<file path="src/rtl/add_multicycle_if.sv">
`default_nettype none
// ============================================================================
//  Module      : add_multicycle_if
//  Description : Valid/ready operand and result bundle for add_multicycle.
//                The master drives operands and accepts results. The slave
//                (the adder) consumes operands and presents results.
//  Revision    : 1.0  initial release
// ============================================================================
interface add_multicycle_if #(
  parameter int WIDTH = 32
);
  logic             in_valid;
  logic             in_ready;
  logic [WIDTH-1:0] a;
  logic [WIDTH-1:0] b;
  logic             cin;
  logic             sub;
  logic             out_valid;
  logic             out_ready;
  logic [WIDTH-1:0] s;
  logic             cout;
  logic             ovf;
  logic             zero;

  modport master (
    output in_valid, a, b, cin, sub, out_ready,
    input  in_ready, out_valid, s, cout, ovf, zero
  );

  modport slave (
    input  in_valid, a, b, cin, sub, out_ready,
    output in_ready, out_valid, s, cout, ovf, zero
  );
endinterface
`default_nettype wire

</file>
<file path="src/rtl/add_multicycle.sv">
`default_nettype none
// ============================================================================
//  Module      : add_multicycle
//  Description : Multi-cycle adder/subtractor. It processes CHUNK bits per
//                clock, LSB chunk first, with a registered carry between
//                chunks. Valid/ready handshake on both sides. Only one
//                operation is in flight at a time.
//  Revision    : 1.0  initial release
// ============================================================================
module add_multicycle #(
  parameter int WIDTH = 32,
  parameter int CHUNK = 4
) (
  input  wire logic        clk,
  input  wire logic        rst_n,
  add_multicycle_if.slave  bus
);

  localparam int c_NCHUNK = WIDTH / CHUNK;
  localparam int c_CW     = (c_NCHUNK > 1) ? $clog2(c_NCHUNK) : 1;
  localparam logic [WIDTH-1:0] c_MASK = WIDTH'({CHUNK{1'b1}});

  typedef enum logic [1:0] {
    IDLE = 2'd0,
    RUN  = 2'd1,
    DONE = 2'd2
  } state_t;

  state_t            r_state;
  logic [c_CW-1:0]   r_k;
  logic [WIDTH-1:0]  r_a;
  logic [WIDTH-1:0]  r_b;        // already inverted for subtract
  logic              r_carry;
  logic [WIDTH-1:0]  r_s;
  logic              r_cout;
  logic              r_ovf;
  logic              r_zero;
  logic              r_in_ready;
  logic              r_out_valid;

  logic [31:0]       w_pos;
  logic [CHUNK-1:0]  w_a_chunk;
  logic [CHUNK-1:0]  w_b_chunk;
  logic [CHUNK:0]    w_chunk_sum;
  logic [WIDTH-1:0]  w_s_next;
  logic              w_last;
  logic              w_msb_cin;
  logic              w_ovf;

  // Chunk datapath: select the current chunk by shifting, add it, and merge
  // it back into the partial result at the same bit position.
  always_comb begin
    w_pos       = 32'(r_k) * 32'(CHUNK);
    w_a_chunk   = CHUNK'(r_a >> w_pos);
    w_b_chunk   = CHUNK'(r_b >> w_pos);
    w_chunk_sum = {1'b0, w_a_chunk} + {1'b0, w_b_chunk} + {{CHUNK{1'b0}}, r_carry};
    w_s_next    = (r_s & ~(c_MASK << w_pos)) |
                  (WIDTH'(w_chunk_sum[CHUNK-1:0]) << w_pos);
    w_last      = (r_k == c_CW'(c_NCHUNK - 1));
    // The carry into the MSB is recovered from the MSB sum bit, so it does
    // not need a separate tap inside the chunk adder.
    w_msb_cin   = r_a[WIDTH-1] ^ r_b[WIDTH-1] ^ w_s_next[WIDTH-1];
    w_ovf       = w_msb_cin ^ w_chunk_sum[CHUNK];
  end

  // Control FSM with registered handshake and result outputs.
  always_ff @(posedge clk or negedge rst_n) begin
    if (!rst_n) begin
      r_state     <= IDLE;
      r_k         <= '0;
      r_a         <= '0;
      r_b         <= '0;
      r_carry     <= 1'b0;
      r_s         <= '0;
      r_cout      <= 1'b0;
      r_ovf       <= 1'b0;
      r_zero      <= 1'b0;
      r_in_ready  <= 1'b1;
      r_out_valid <= 1'b0;
    end else begin
      case (r_state)
        IDLE: begin
          if (bus.in_valid) begin
            r_a        <= bus.a;
            r_b        <= bus.sub ? ~bus.b : bus.b;
            r_carry    <= bus.sub ? 1'b1 : bus.cin;
            r_s        <= '0;
            r_k        <= '0;
            r_in_ready <= 1'b0;
            r_state    <= RUN;
          end
        end
        RUN: begin
          r_s     <= w_s_next;
          r_carry <= w_chunk_sum[CHUNK];
          if (w_last) begin
            r_cout      <= w_chunk_sum[CHUNK];
            r_ovf       <= w_ovf;
            r_zero      <= (w_s_next == '0);
            r_out_valid <= 1'b1;
            r_state     <= DONE;
          end else begin
            r_k <= r_k + c_CW'(1);
          end
        end
        DONE: begin
          if (bus.out_ready) begin
            r_out_valid <= 1'b0;
            r_in_ready  <= 1'b1;
            r_state     <= IDLE;
          end
        end
        default: begin
          r_out_valid <= 1'b0;
          r_in_ready  <= 1'b1;
          r_state     <= IDLE;
        end
      endcase
    end
  end

  assign bus.in_ready  = r_in_ready;
  assign bus.out_valid = r_out_valid;
  assign bus.s         = r_s;
  assign bus.cout      = r_cout;
  assign bus.ovf       = r_ovf;
  assign bus.zero      = r_zero;

endmodule
`default_nettype wire
</file>
<file path="src/flat_wrapper.sv">
// flat-port wrapper written by rule: the top's interface ports become plain ports
module add_multicycle_flat 
#(
  parameter int WIDTH = 32,
  parameter int CHUNK = 4
)
  (clk, rst_n, bus_in_valid, bus_a, bus_b, bus_cin, bus_sub, bus_out_ready, bus_in_ready, bus_out_valid, bus_s, bus_cout, bus_ovf, bus_zero);
  add_multicycle_if #(.WIDTH(WIDTH)) bus_i ();
  input  wire logic clk;
  input  wire logic rst_n;
  input wire logic [$bits(bus_i.in_valid)-1:0] bus_in_valid;
  input wire logic [$bits(bus_i.a)-1:0] bus_a;
  input wire logic [$bits(bus_i.b)-1:0] bus_b;
  input wire logic [$bits(bus_i.cin)-1:0] bus_cin;
  input wire logic [$bits(bus_i.sub)-1:0] bus_sub;
  input wire logic [$bits(bus_i.out_ready)-1:0] bus_out_ready;
  output wire logic [$bits(bus_i.in_ready)-1:0] bus_in_ready;
  output wire logic [$bits(bus_i.out_valid)-1:0] bus_out_valid;
  output wire logic [$bits(bus_i.s)-1:0] bus_s;
  output wire logic [$bits(bus_i.cout)-1:0] bus_cout;
  output wire logic [$bits(bus_i.ovf)-1:0] bus_ovf;
  output wire logic [$bits(bus_i.zero)-1:0] bus_zero;
  assign bus_i.in_valid = bus_in_valid;
  assign bus_i.a = bus_a;
  assign bus_i.b = bus_b;
  assign bus_i.cin = bus_cin;
  assign bus_i.sub = bus_sub;
  assign bus_i.out_ready = bus_out_ready;
  assign bus_in_ready = bus_i.in_ready;
  assign bus_out_valid = bus_i.out_valid;
  assign bus_s = bus_i.s;
  assign bus_cout = bus_i.cout;
  assign bus_ovf = bus_i.ovf;
  assign bus_zero = bus_i.zero;
  add_multicycle #(.WIDTH(WIDTH), .CHUNK(CHUNK)) u_core (.clk(clk), .rst_n(rst_n), .bus(bus_i));
endmodule
</file>
<file path="config.mk">
export PLATFORM = sky130hd
export DESIGN_NAME = add_multicycle_flat
export DESIGN_NICKNAME = d
export VERILOG_FILES = /design/src/rtl/add_multicycle_if.sv /design/src/rtl/add_multicycle.sv /design/src/flat_wrapper.sv
export SDC_FILE = /design/constraint.sdc
export NUM_CORES = 1
export LEC_CHECK = 0
export ABC_AREA = 1
export CAP_MARGIN = 10
export CORE_UTILIZATION = 39
export DETAILED_ROUTE_END_ITERATION = 10
export PLACE_DENSITY = 0.74
export SLEW_MARGIN = 20
export SYNTH_ARGS = -nofsm -noshare
export SYNTH_HDL_FRONTEND = slang
export SYNTH_SLANG_ARGS = --single-unit
</file>
<file path="constraint.sdc">
create_clock -name clk -period 6.95 [get_ports clk]
set_clock_uncertainty 0.2 [all_clocks]
set_input_delay 2.085 -clock clk [delete_from_list [all_inputs] [get_ports clk]]
set_output_delay 2.085 -clock clk [all_outputs]
set_load 0.02 [all_outputs]
</file>
# Word-level counts from Yosys, hierarchy flattened
# Index checks and enable logic that the tools add are counted.
# W data, S select, Z words.
totals:
  reg_bits: 107
  in_bits: 70
  wordCells: 63
  output_inout_bits: 37
op_classes:
  add_sub_neg: 3
  bitwise_logic: 9
  n_shift: 4
  reduce_logical: 10
  eq_ne: 7
  n_mux: 19
op_table:
  columns: ["operator", "count"]
  rows:
  - ["$mux W32", 2]
  - ["$not A32 Y32", 2]
  - ["$pmux W32 S2", 1]
  - ["$shr A32 B5 Y4", 2]
  - ["$and A32 B32 Y32", 1]
  - ["$logic_not A32 Y1", 1]
  - ["$or A32 B32 Y32", 1]
  - ["$shl A4 B5 Y32", 1]
  - ["$shl A4 B5 Y32 const A", 1]
  - ["$reduce_and A3 Y1", 4]
  - ["$mux W1", 6]
  - ["$mux W2", 3]
  - ["$mux W3", 2]
  - ["$ne A2 B2 Y1 const B", 3]
  - ["$pmux W1 S3", 2]
  - ["$pmux W2 S3", 1]
  - ["$pmux W3 S2", 1]
  - ["$reduce_and A2 Y1", 3]
  - ["$add A4 B4 Y5", 1]
  - ["$add A5 B1 Y5", 1]
  - ["$add A3 B1 Y3 const B", 1]
  - ["$eq A3 B3 Y1 const B", 1]
  - ["$xor A1 B1 Y1", 3]
  - ["$eq A2 B1 Y1 const B", 1]
  - ["6 further kinds", 7]

# Logic depth before layout (Yosys ltp)
# Gate-level depths: netlist of the first run.
logic_depth:
  depth_word: 7
  mapped_depth: 23
  ltp_nobuf: 21

# Worst setup path before layout of the first run
# No wires, ideal clock.
synth_path:
  path_kind: "register to register"
  startpoint: "register u_core.r_k[0]"
  endpoint: "register u_core.r_zero (netlist: u_core.bus.zero)"
  synth_period_minus_slack_ns: 3.136
  t_required_ns: 6.685
  n_path_buf: 2
  slack_ns: 3.814
  setup_time_ns: 0.065
  path_stages_with_launch: 21
  t_arrival_ns: 2.871
  cell_sequence: "dfrtp_1 inv_2 buf_2 clkbuf_1 o21ai_0 a31oi_1 fa_1 inv_1 fa_1 inv_1 nand4_1 nand2_1 nor2_1 nand2_1 nor2_1 nand2_1 nor2_1 nand2_1 nor2_1 nand2_1 nand2_1"
synth_between:
  elab_chain_len: 6
  elab_cells_between_ends: 12
  cone_classes: "2 x add/sub; 1 x eq/ne; 4 x shift; 3 x bitwise; 2 x reduce/logical"
synth_rtl:
  columns: ["element", "line_no", "source"]
  rows:
  - ["from (decl)", "add_multicycle.sv:30", "logic [c_CW-1:0] r_k;"]
  - ["from (signal assigned)", "add_multicycle.sv:103", "r_k <= r_k + c_CW'(1);"]
  - ["$shr A32 B5 Y4 (on tied branches)", "add_multicycle.sv:54, add_multicycle.sv:55", null]
  - ["$add A4 B4 Y5", "add_multicycle.sv:56", "w_chunk_sum = {1'b0, w_a_chunk} + {1'b0, w_b_chunk} + {{CHUNK{1'b0}}, r_carry};"]
  - ["$add A5 B1 Y5", "add_multicycle.sv:56", null]
  - ["$shl A4 B5 Y32", "add_multicycle.sv:58", "(WIDTH'(w_chunk_sum[CHUNK-1:0]) << w_pos);"]
  - ["$or A32 B32 Y32", "add_multicycle.sv:57", "w_s_next = (r_s & ~(c_MASK << w_pos)) |"]
  - ["$logic_not A32 Y1", "add_multicycle.sv:99", "r_zero <= (w_s_next == '0);"]
  - ["to (signal assigned)", "add_multicycle.sv:99", null]
  - ["to (decl)", "add_multicycle.sv:37", "logic r_zero;"]
# Several ways; a longest one is shown, not always the timed one.
# A chain may end at the register's enable or synchronous reset.

# Final worst setup path of the first run
# Same ends and word-level chain as after synthesis.

==> results of run 1 <==
## worst max-delay path: cells and delay by family, from the launching register on
family | cells | cell delay [ns]
DFF | 1 | 0.39
and+or+nand+nor | 12 | 1.02
buffers and inverters | 3 | 0.75
AOI/OAI and AO/OA | 3 | 0.74
adders and majority gates | 2 | 0.81
## through the flow
step | power, W | setup slack (ns) | util (%) | hold WS [ns] | std cells
2_1_floorplan | 0.00254 | 3.81 | - | 0.244 | 748
3_5_place_dp | 0.00312 | 2.61 | 47.1 | 0.260 | 996
6_report | 0.00367 | 2.97 | 49.3 | 0.271 | 1012
5_1_grt | 0.00401 | 2.66 | 49.3 | 0.286 | 1012
3_3_place_gp | 0.00308 | 2.62 | 47.1 | 0.257 | 996
4_1_cts | 0.00368 | 2.98 | 49.3 | 0.274 | 1012
## layer usage
layer,global-route usage [%],vias to the layer above
met3,4.38,14
met5,0,-
met4,4.37,0
li1,-,2565
met1,27.0,2345
met2,33.2,168
## synth_stat cells
cell / instances / share of area (%)
nor2_1: 82 / 5.4
dfrtp_1: 106 / 46
o21ai_2: 1 / 0.15
o21bai_1: 1 / 0.13
inv_1: 38 / 2.5
nor2_2: 1 / 0.11
o21ai_0: 84 / 7.3
nand2_2: 2 / 0.22
buf_6: 8 / 1.6
fa_1: 2 / 0.70
buf_2: 21 / 1.8
xor2_1: 2 / 0.30
ha_1: 9 / 2.0
inv_2: 3 / 0.20
o22ai_1: 20 / 2.2
nand2_1: 245 / 16
o21a_1: 1 / 0.13
a21oi_1: 3 / 0.26
buf_1: 6 / 0.39
o21ai_1: 3 / 0.26
clkbuf_1: 12 / 0.78
nand3_1: 40 / 3.5
dfstp_2: 1 / 0.46
a31oi_1: 6 / 0.65
nand4_1: 18 / 2.0
xnor2_1: 33 / 5.0
## path summary, 6_finish.rpt
check | from | to | slack (ns) | cells after the start
max | u_core.r_k[0]$_DFFE_PN0P_ | u_core.bus.zero$_DFFE_PN0P_ | 2.97 | 20
min | u_core.bus.in_ready$_DFFE_PN1P_ | u_core.bus.in_ready$_DFFE_PN1P_ | 0.27 | 2
max reg2reg | u_core.r_k[0]$_DFFE_PN0P_ | u_core.bus.zero$_DFFE_PN0P_ | 2.97 | 20
min reg2reg | u_core.bus.in_ready$_DFFE_PN1P_ | u_core.bus.in_ready$_DFFE_PN1P_ | 0.27 | 2
max in group asynchronous | rst_n | u_core.r_a[15]$_DFFE_PN0P_ | 3.83 | 2
min in group asynchronous | rst_n | u_core.bus.s[19]$_DFFE_PN0P_ | 1.63 | 1
## state kept, by name (all words and copies together) (netlist names)
signal	cells
u_core.bus.s	32
u_core.r_a	32
u_core.r_b	32
u_core.r_k	3
u_core.r_state	2
u_core.bus.cout	1
u_core.bus.in_ready	1
u_core.bus.out_valid	1
u_core.bus.ovf	1
u_core.bus.zero	1
u_core.r_carry	1
## power by group
| part | switching, W | total [W] | internal [W] |
|---|---|---|---|
| combinational | 0.00133 | 0.00205 | 0.000725 |
| sequential | 0.000173 | 0.00107 | 0.000900 |
| clock | 0.000222 | 0.000548 | 0.000326 |
## cell type report
class / count / area, sq um
multi-input combinational: 553 / 2660
sequential: 107 / 2680
fill: 1409 / 7340
timing repair buffer: 111 / 1090
inverter: 41 / 154
clock inverter: 4 / 73.8
tap: 184 / 230
clock buffer: 12 / 246
## cell families after synthesis
group,Yosys count
AOI/OAI and AO/OA,119
and+or+nand+nor,388
DFF,107
adders and majority gates,11
xor gates and xnor gates,35
buffers and inverters,88
==> flow_metrics.env, run 1 <==
export IMPL_status="finished, final reports clean"
export IMPL_grt_pass1_vias=4839
export IMPL_die_width_um=123
export IMPL_grt_max_degree=108
export IMPL_placed_area_sq_um=6820
export IMPL_muxShareOfSynthArea_pct=0
export IMPL_maxSlewViolCount=0
export IMPL_clock_latency_ns=0.35
export IMPL_synth_fa_ha_area_share_pct=2.65
export IMPL_yosysSeqAreaShare_pct=46.6
export IMPL_period_minus_slack_ns=3.98
export IMPL_core_rowCount=44
export IMPL_worstHoldPathType="reg -> reg"
export IMPL_cp_start_kind="flop"
export IMPL_htreeDepth=3
export IMPL_cts_resized=0
export IMPL_critPathRequiredTime_ns=7.04
export IMPL_wl_met1_um=6450
export IMPL_ant_nets=0
export IMPL_post_cts_buffers=0
export IMPL_synthCells=748
export IMPL_drcViolationCount=0
export IMPL_coreArea_sq_um=14500
export IMPL_routed_via_density=5.03
export IMPL_highest_layer="met4"
export IMPL_overflow=0
export IMPL_critPathArrivalTime_ns=4.07
export IMPL_cp_slowest_cell="inv_2"
export IMPL_crit_path_cell_trace="inv_2 > o21ai_0 > o22ai_1 > nor2_1 > a31oi_1 > fa_1 > inv_1 > fa_1 > inv_1 > nand4_1 > nand2_1 > nor2_1 > nand2_1 > nor2_1 > nand2_1 > nor2_1 > nand2_1 > nor2_1 > nand2_1 > nand2_1"
export IMPL_maxCapViolations=0
export IMPL_wl_met2_um=6740
export IMPL_fin_crit_sh_pct=57.3
export IMPL_num_vias=5092
export IMPL_syn_nets=829
export IMPL_synth_top_family_by_area="simple AND/OR/NAND/NOR gates"
export IMPL_critical_path_max_stage_delay_ns=0.56
export IMPL_wl_met3_um=821
export IMPL_area_growth_pct=24.1
export IMPL_cts_sinks=107
export IMPL_final_cell_mix="nand2_1 (244), dfrtp_1 (106), clkdlybuf4s50_1 (104)"
export IMPL_drive_gt1_share_pct=3.62
export IMPL_dp_hpwl_um=9580
export IMPL_ys_ff_latch=107
export IMPL_drt_initial_drc_count=450
export IMPL_post_drt_wl_per_cell_um=14.0
export IMPL_fin_setup_tns_ns=0
export IMPL_rsz0062_at_grt="no"
export IMPL_cts_buffers=9
export IMPL_initial_core_util_pct=39.7
export IMPL_max_freq_mhz=251
export IMPL_end_kind="flop"
export IMPL_die_height_um=123
export IMPL_synth_area_sq_um=5750
export IMPL_avgSynthCellArea_sq_um=7.69
export IMPL_p_leak_nw=3.38
export IMPL_crit_type="reg -> reg"
export IMPL_p_per_area_nw_per_um2=515
export IMPL_cp_max_fo=46
export IMPL_path_clk_slew_ns=0.07
export IMPL_cts_root_buf="clkbuf_16"
export IMPL_antenna_found_initial=0
export IMPL_clockBufferDepth=2
export IMPL_place_congestion=0.876
export IMPL_synth_xor_area_share_pct=5.33
export IMPL_grt_first_pass_wirelength_um=23700
export IMPL_finalHoldViolCount=0
export IMPL_nets=904
export IMPL_worst_pin_slew_ns=0.981
export IMPL_drt_pass1_iter_count=4
export IMPL_max_slew_margin_rel_pct=34.5
export IMPL_synth_simple_gate_area_share_pct=27.1
export IMPL_cp_common_cell="nand2_1"
export IMPL_global_route_usage_total_pct=20.1
export IMPL_cts_tree="done"
export IMPL_die_area_sq_um=15200
export IMPL_io_pins=107
export IMPL_ys_warn_count=0
export IMPL_wirelength_um=14200
export IMPL_ir_worst_vdd_uv=211
export IMPL_final_common_cell="nand2_1"
export IMPL_port_buffers=106
export IMPL_postCtsHoldBufs=0
export IMPL_setup_viol=0
export IMPL_design_area_sq_um=7140
export IMPL_insertedDiodeCount=0
export IMPL_yosysUniqueCellTypes=26
export IMPL_synth_compound_area_share_pct=11.1
Power figures use the tool's default switching activity.
==> inputs of run 2 (changes only) <==
==> constraint.sdc (replaced) <==
create_clock -name clk -period 4.1 [get_ports clk]
set_clock_uncertainty 0.2 [all_clocks]
set_input_delay 1.23 -clock clk [delete_from_list [all_inputs] [get_ports clk]]
set_output_delay 1.23 -clock clk [all_outputs]
set_load 0.02 [all_outputs]
==> flow_metrics.env, run 2 (same netlist as run 1, synthesis figures left out) <==
export IMPL_place_congestion=0.904
export IMPL_final_cell_mix="nand2_1 (244), dfrtp_1 (106), clkdlybuf4s50_1 (104)"
export IMPL_max_slew_margin_rel_pct=38.6
export IMPL_globalRouteMet2Util_pct=33.2
export IMPL_grt_first_pass_wirelength_um=23600
export IMPL_path_clk_slew_ns=0.07
export IMPL_antenna_found_initial=0
export IMPL_dp_hpwl_um=10400
export IMPL_pre_cts_slack_ns=0.571
export IMPL_fin_hold_ws_ns=0.263
export IMPL_internal_power_w=0.00324
export IMPL_setup_viol=0
export IMPL_port_buffers=106
export IMPL_cts_root_buf="clkbuf_16"
export IMPL_p_leak_nw=3.41
export IMPL_maxCapViolations=0
export IMPL_critPathRequiredTime_ns=4.15
export IMPL_global_route_usage_met1_pct=26.8
export IMPL_p_seq_share_pct=29.8
export IMPL_crit_type="reg -> reg"
export IMPL_pwr_share_comb_pct=56.7
export IMPL_global_route_usage_total_pct=20.2
export IMPL_fin_setup_tns_ns=0
export IMPL_die_area_sq_um=15200
export IMPL_clock_latency_ns=0.35
export IMPL_coreArea_sq_um=14500
export IMPL_critPathArrivalTime_ns=3.67
export IMPL_worst_pin_slew_ns=0.921
export IMPL_netSwitchingFraction_pct=47.7
export IMPL_crit_family="adder cells"
export IMPL_period_minus_slack_ns=3.62
export IMPL_grt_max_degree=108
export IMPL_clockPowerShare_pct=13.5
export IMPL_cts_resized=0
export IMPL_post_drt_wl_per_cell_um=14.3
export IMPL_postCtsHoldBufs=0
export IMPL_core_rowCount=44
export IMPL_die_width_um=123
export IMPL_cts_buffers=9
export IMPL_fin_crit_sh_pct=88.3
export IMPL_worstHoldPathType="reg -> reg"
export IMPL_overflow=0
export IMPL_p_per_area_nw_per_um2=864
export IMPL_cp_depth=18
export IMPL_cp_common_cell="nor2_1"
export IMPL_crit_buf_inv=3
export IMPL_finalHoldViolCount=0
export IMPL_final_common_cell="nand2_1"
export IMPL_cp_start_kind="flop"
export IMPL_drive_gt1_share_pct=4.78
export IMPL_drt_pass1_iter_count=5
export IMPL_totalPowerFinal_w=0.00620
export IMPL_drcViolationCount=0
export IMPL_top_usage_layer="met2"
export IMPL_cts_tree="done"
export IMPL_hold_depth=2
export IMPL_wirelength_um=14600
export IMPL_grtUsageMet3_pct=3.92
export IMPL_ant_nets=0
export IMPL_fillers=1430
export IMPL_initial_core_util_pct=39.7
export IMPL_cp_max_fo=22
export IMPL_nets=912
export IMPL_ir_worst_vdd_uv=457
export IMPL_post_cts_buffers=0
export IMPL_num_vias=5185
export IMPL_area_growth_pct=24.8
export IMPL_setup_slack_ns=0.478
export IMPL_maxSlewViolCount=0
export IMPL_io_pins=107
export IMPL_p_sw_w=0.00296
export IMPL_routed_via_density=5.08
export IMPL_max_freq_mhz=276
export IMPL_crit_path_cell_trace="inv_2 > o21ai_0 > o22ai_1 > nor2_1 > a31oi_1 > fa_1 > inv_1 > fa_1 > inv_1 > nand4_1 > o21ai_1 > nor2_1 > nand3_1 > nor2_1 > nand2_1 > nor2_1 > nand2_1 > nand2_1"
export IMPL_critical_path_max_stage_delay_ns=0.66
export IMPL_drt_initial_drc_count=340
export IMPL_cp_slowest_cell="dfrtp_1"
export IMPL_status="finished, final reports clean"
export IMPL_grt_pass1_vias=4838
export IMPL_htreeDepth=3
export IMPL_end_kind="flop"
export IMPL_final_core_util_pct=49.6
export IMPL_die_height_um=123
export IMPL_rsz0062_at_grt="no"
export IMPL_reg2regPathDepth=18
export IMPL_clockBufferDepth=2
export IMPL_insertedDiodeCount=0
export IMPL_cts_sinks=107
-- run 2: changes by cell type in the layout (fill, tap and decap cells not counted), sizes merged --
cell,before,now
buf,7,15
bufinv,2,0
clkbuf,12,11
clkinv,2,4
inv,41,42
-- run 2: layout make-up --
class	instances	area, sq um	area share (%)
tap	184	230	3.21
sequential	107	2680	37.3
inverter	41	154	2.14
timing repair buffer	119	1160	16.2
clock buffer	11	253	3.52
multi-input combinational	553	2660	37.1
clock inverter	5	36.3	0.505
-- run 2: power groups by stage --
stage / Combinational (W) / Clock [W] / Sequential [W]
2_1_floorplan: 0.00240 / 0 / 0.00191
3_3_place_gp: 0.00343 / 0 / 0.00186
3_5_place_dp: 0.00347 / 0 / 0.00187
4_1_cts: 0.00350 / 0.000853 / 0.00185
5_1_grt: 0.00394 / 0.000887 / 0.00190
6_report: 0.00352 / 0.000835 / 0.00185
-- run 2: worst paths after layout --
| kind | slack [ns] | startpoint | end |
|---|---|---|---|
| setup reg to reg | 0.48 | u_core.r_k[0]$_DFFE_PN0P_ | u_core.bus.zero$_DFFE_PN0P_ |
| hold / removal | 0.26 | u_core.bus.in_ready$_DFFE_PN1P_ | u_core.bus.in_ready$_DFFE_PN1P_ |
| min in group asynchronous | 0.72 | rst_n | u_core.bus.s[16]$_DFFE_PN0P_ |
| hold reg to reg | 0.26 | u_core.bus.in_ready$_DFFE_PN1P_ | u_core.bus.in_ready$_DFFE_PN1P_ |
| setup / recovery | 0.48 | u_core.r_k[0]$_DFFE_PN0P_ | u_core.bus.zero$_DFFE_PN0P_ |
| max in group asynchronous | 2.52 | rst_n | u_core.bus.s[2]$_DFFE_PN0P_ |
-- run 2: worst reg2reg max path, cell delays in order, from the launching register on --
cell     delay [ns]
dfrtp_1        0.66
inv_2          0.27
o21ai_0        0.22
o22ai_1        0.11
nor2_1         0.10
a31oi_1        0.06
fa_1           0.48
inv_1          0.09
fa_1           0.44
inv_1          0.15
nand4_1        0.17
o21ai_1        0.16
nor2_1         0.06
nand3_1        0.11
nor2_1         0.05
nand2_1        0.05
nor2_1         0.04
nand2_1        0.05
nand2_1        0.05
-- run 2: layer usage --
layer	part of all wire, %	vias to the layer above
met5	0	-
met4	1.5	0
met3	4.8	19
met2	48	158
met1	45	2427
li1	-	2581
-- run 2: per-stage QoR --
step / std cells / area (sq um)
floorplan: 748 / 5750
global placement: 1004 / 6890
detailed placement: 1004 / 6890
CTS: 1020 / 7180
global route: 1020 / 7180
finish: 1020 / 7180
==> inputs of run 3 (changes only) <==
--- a/config.mk
+++ b/config.mk
@@ -7,9 +7,11 @@
 export LEC_CHECK = 0
 export ABC_AREA = 1
 export CAP_MARGIN = 10
-export CORE_UTILIZATION = 39
+export CORE_MARGIN = 4
+export CORE_UTILIZATION = 53
+export CTS_BUF_LIST = sky130_fd_sc_hd__clkbuf_8 sky130_fd_sc_hd__clkbuf_16
 export DETAILED_ROUTE_END_ITERATION = 10
-export PLACE_DENSITY = 0.74
+export PLACE_DENSITY = 0.92
 export SLEW_MARGIN = 20
 export SYNTH_ARGS = -nofsm -noshare
 export SYNTH_HDL_FRONTEND = slang
==> flow_metrics.env, run 3 (same netlist as run 1, synthesis figures left out) <==
export IMPL_crit_path_cell_trace="buf_4 > o21ai_0 > o22ai_1 > nor2_1 > a31oi_1 > fa_1 > inv_1 > fa_1 > inv_1 > nand4_1 > nand2_1 > nor2_1 > nand2_1 > nor2_1 > nand2_1 > nor2_1 > nand2_1 > nor2_1 > nand2_1 > nand2_1"
export IMPL_coreArea_sq_um=10500
export IMPL_critPathRequiredTime_ns=4.22
export IMPL_fin_crit_sh_pct=84.9
export IMPL_cts_buffers=9
export IMPL_post_drt_wl_per_cell_um=14.6
export IMPL_finalHoldViolCount=0
export IMPL_crit_family="simple AND/OR/NAND/NOR gates"
export IMPL_worst_pin_slew_ns=0.861
export IMPL_place_congestion=0.936
export IMPL_overflow=0
export IMPL_routed_via_density=5.41
export IMPL_cts_root_buf="clkbuf_8"
export IMPL_cts_sinks=107
export IMPL_cp_start_kind="flop"
export IMPL_drive_gt1_share_pct=4.67
export IMPL_rsz0062_at_grt="no"
export IMPL_die_area_sq_um=12600
export IMPL_final_cells=972
export IMPL_cts_tree="done"
export IMPL_drcViolationCount=0
export IMPL_die_width_um=112
export IMPL_maxSlewViolCount=0
export IMPL_maxCapViolations=0
export IMPL_drt_initial_drc_count=353
export IMPL_final_common_cell="nand2_1"
export IMPL_wirelength_um=14200
export IMPL_postCtsHoldBufs=0
export IMPL_nets=912
export IMPL_p_per_area_nw_per_um2=847
export IMPL_ir_worst_vdd_uv=459
export IMPL_port_buffers=106
export IMPL_p_leak_nw=3.36
export IMPL_place_inst=956
export IMPL_htreeDepth=3
export IMPL_max_freq_mhz=287
export IMPL_crit_buf_inv=3
export IMPL_path_clk_slew_ns=0.11
export IMPL_max_slew_margin_rel_pct=42.6
export IMPL_end_kind="flop"
export IMPL_cts_resized=0
export IMPL_worstHoldPathType="reg -> reg"
export IMPL_r2r_setup_slack_ns=0.62
export IMPL_insertedDiodeCount=0
export IMPL_area_growth_pct=21.7
export IMPL_clock_latency_ns=0.38
export IMPL_final_cell_mix="nand2_1 (244), dfrtp_1 (106), clkdlybuf4s50_1 (104)"
export IMPL_grt_pass1_vias=5053
export IMPL_status="finished, final reports clean"
export IMPL_io_pins=107
export IMPL_grt_first_pass_wirelength_um=24300
export IMPL_fin_setup_tns_ns=0
export IMPL_global_route_usage_total_pct=23.3
export IMPL_cp_slowest_cell="fa_1"
export IMPL_critical_path_max_stage_delay_ns=0.52
export IMPL_period_minus_slack_ns=3.48
export IMPL_setup_viol=0
export IMPL_cp_common_cell="nand2_1"
export IMPL_antenna_found_initial=0
export IMPL_num_vias=5259
export IMPL_grt_max_degree=58
export IMPL_post_cts_buffers=0
export IMPL_initial_core_util_pct=55.0
export IMPL_cp_max_fo=31
export IMPL_dp_hpwl_um=10600
export IMPL_clockBufferDepth=2
export IMPL_ant_nets=0
export IMPL_drt_pass1_iter_count=8
export IMPL_crit_type="reg -> reg"
export IMPL_core_rowCount=37
export IMPL_die_height_um=112
export IMPL_critPathArrivalTime_ns=3.60
[run 3: path summary, 6_finish.rpt]
path                                                  from                               to  cells past startpoint
max in group asynchronous                            rst_n  u_core.bus.in_ready$_DFFE_PN1P_                      2
min in group asynchronous                            rst_n        u_core.r_a[2]$_DFFE_PN0P_                      1
setup reg to reg                 u_core.r_k[1]$_DFFE_PN0P_      u_core.bus.zero$_DFFE_PN0P_                     20
setup / recovery                 u_core.r_k[1]$_DFFE_PN0P_      u_core.bus.zero$_DFFE_PN0P_                     20
hold reg to reg            u_core.bus.in_ready$_DFFE_PN1P_  u_core.bus.in_ready$_DFFE_PN1P_                      2
hold / removal             u_core.bus.in_ready$_DFFE_PN1P_  u_core.bus.in_ready$_DFFE_PN1P_                      2
[run 3: layer usage]
metal  track usage, %  part of all wire, %  vias up
li1                 -                    -     2577
met1             31.2                   43     2446
met2             39.8                   49      216
met3             4.37                  6.5       20
met4             4.65                  1.3        0
met5                0                    0        -
[run 3: final cells by class]
class                   instances  area, sq um
fillers                       883         3460
flip-flops and latches        107         2680
multi-input cells             553         2660
repair buffers                119         1150
well taps                     136          170
inverters                      41          154
clock buffers                   9          124
clock inverters                 7         58.8
[run 3: worst register-to-register path, delay by kind of cell, from the launching register on]
| kind | cells | cell delay (ns) |
|---|---|---|
| AO/OA/AOI/OAI | 3 | 0.63 |
| AND/OR/NAND/NOR | 12 | 0.94 |
| adder cells (fa/ha/maj) | 2 | 0.78 |
| buffers and inverters | 3 | 0.49 |
| flip-flops | 1 | 0.38 |
[run 3: metrics by stage]
stage               utilization [%]  worst slack [ns]  hold WS (ns)  instance area [sq um]  total power [W]
global placement               65.2             0.891         0.251                   6820          0.00518
finish                         66.9             0.619         0.275                   7000          0.00592
CTS                            66.9             0.727         0.277                   7000          0.00590
floorplan                         -             0.964         0.244                   5750          0.00431
global route                   66.9             0.361         0.292                   7000          0.00649
detailed placement             65.2             0.752         0.260                   6820          0.00529
[run 3: report_power, final]
group          internal [W]  switching, W  total, W
logic               0.00126       0.00221   0.00347
registers           0.00152      0.000315   0.00184
clock network      0.000232      0.000380  0.000612
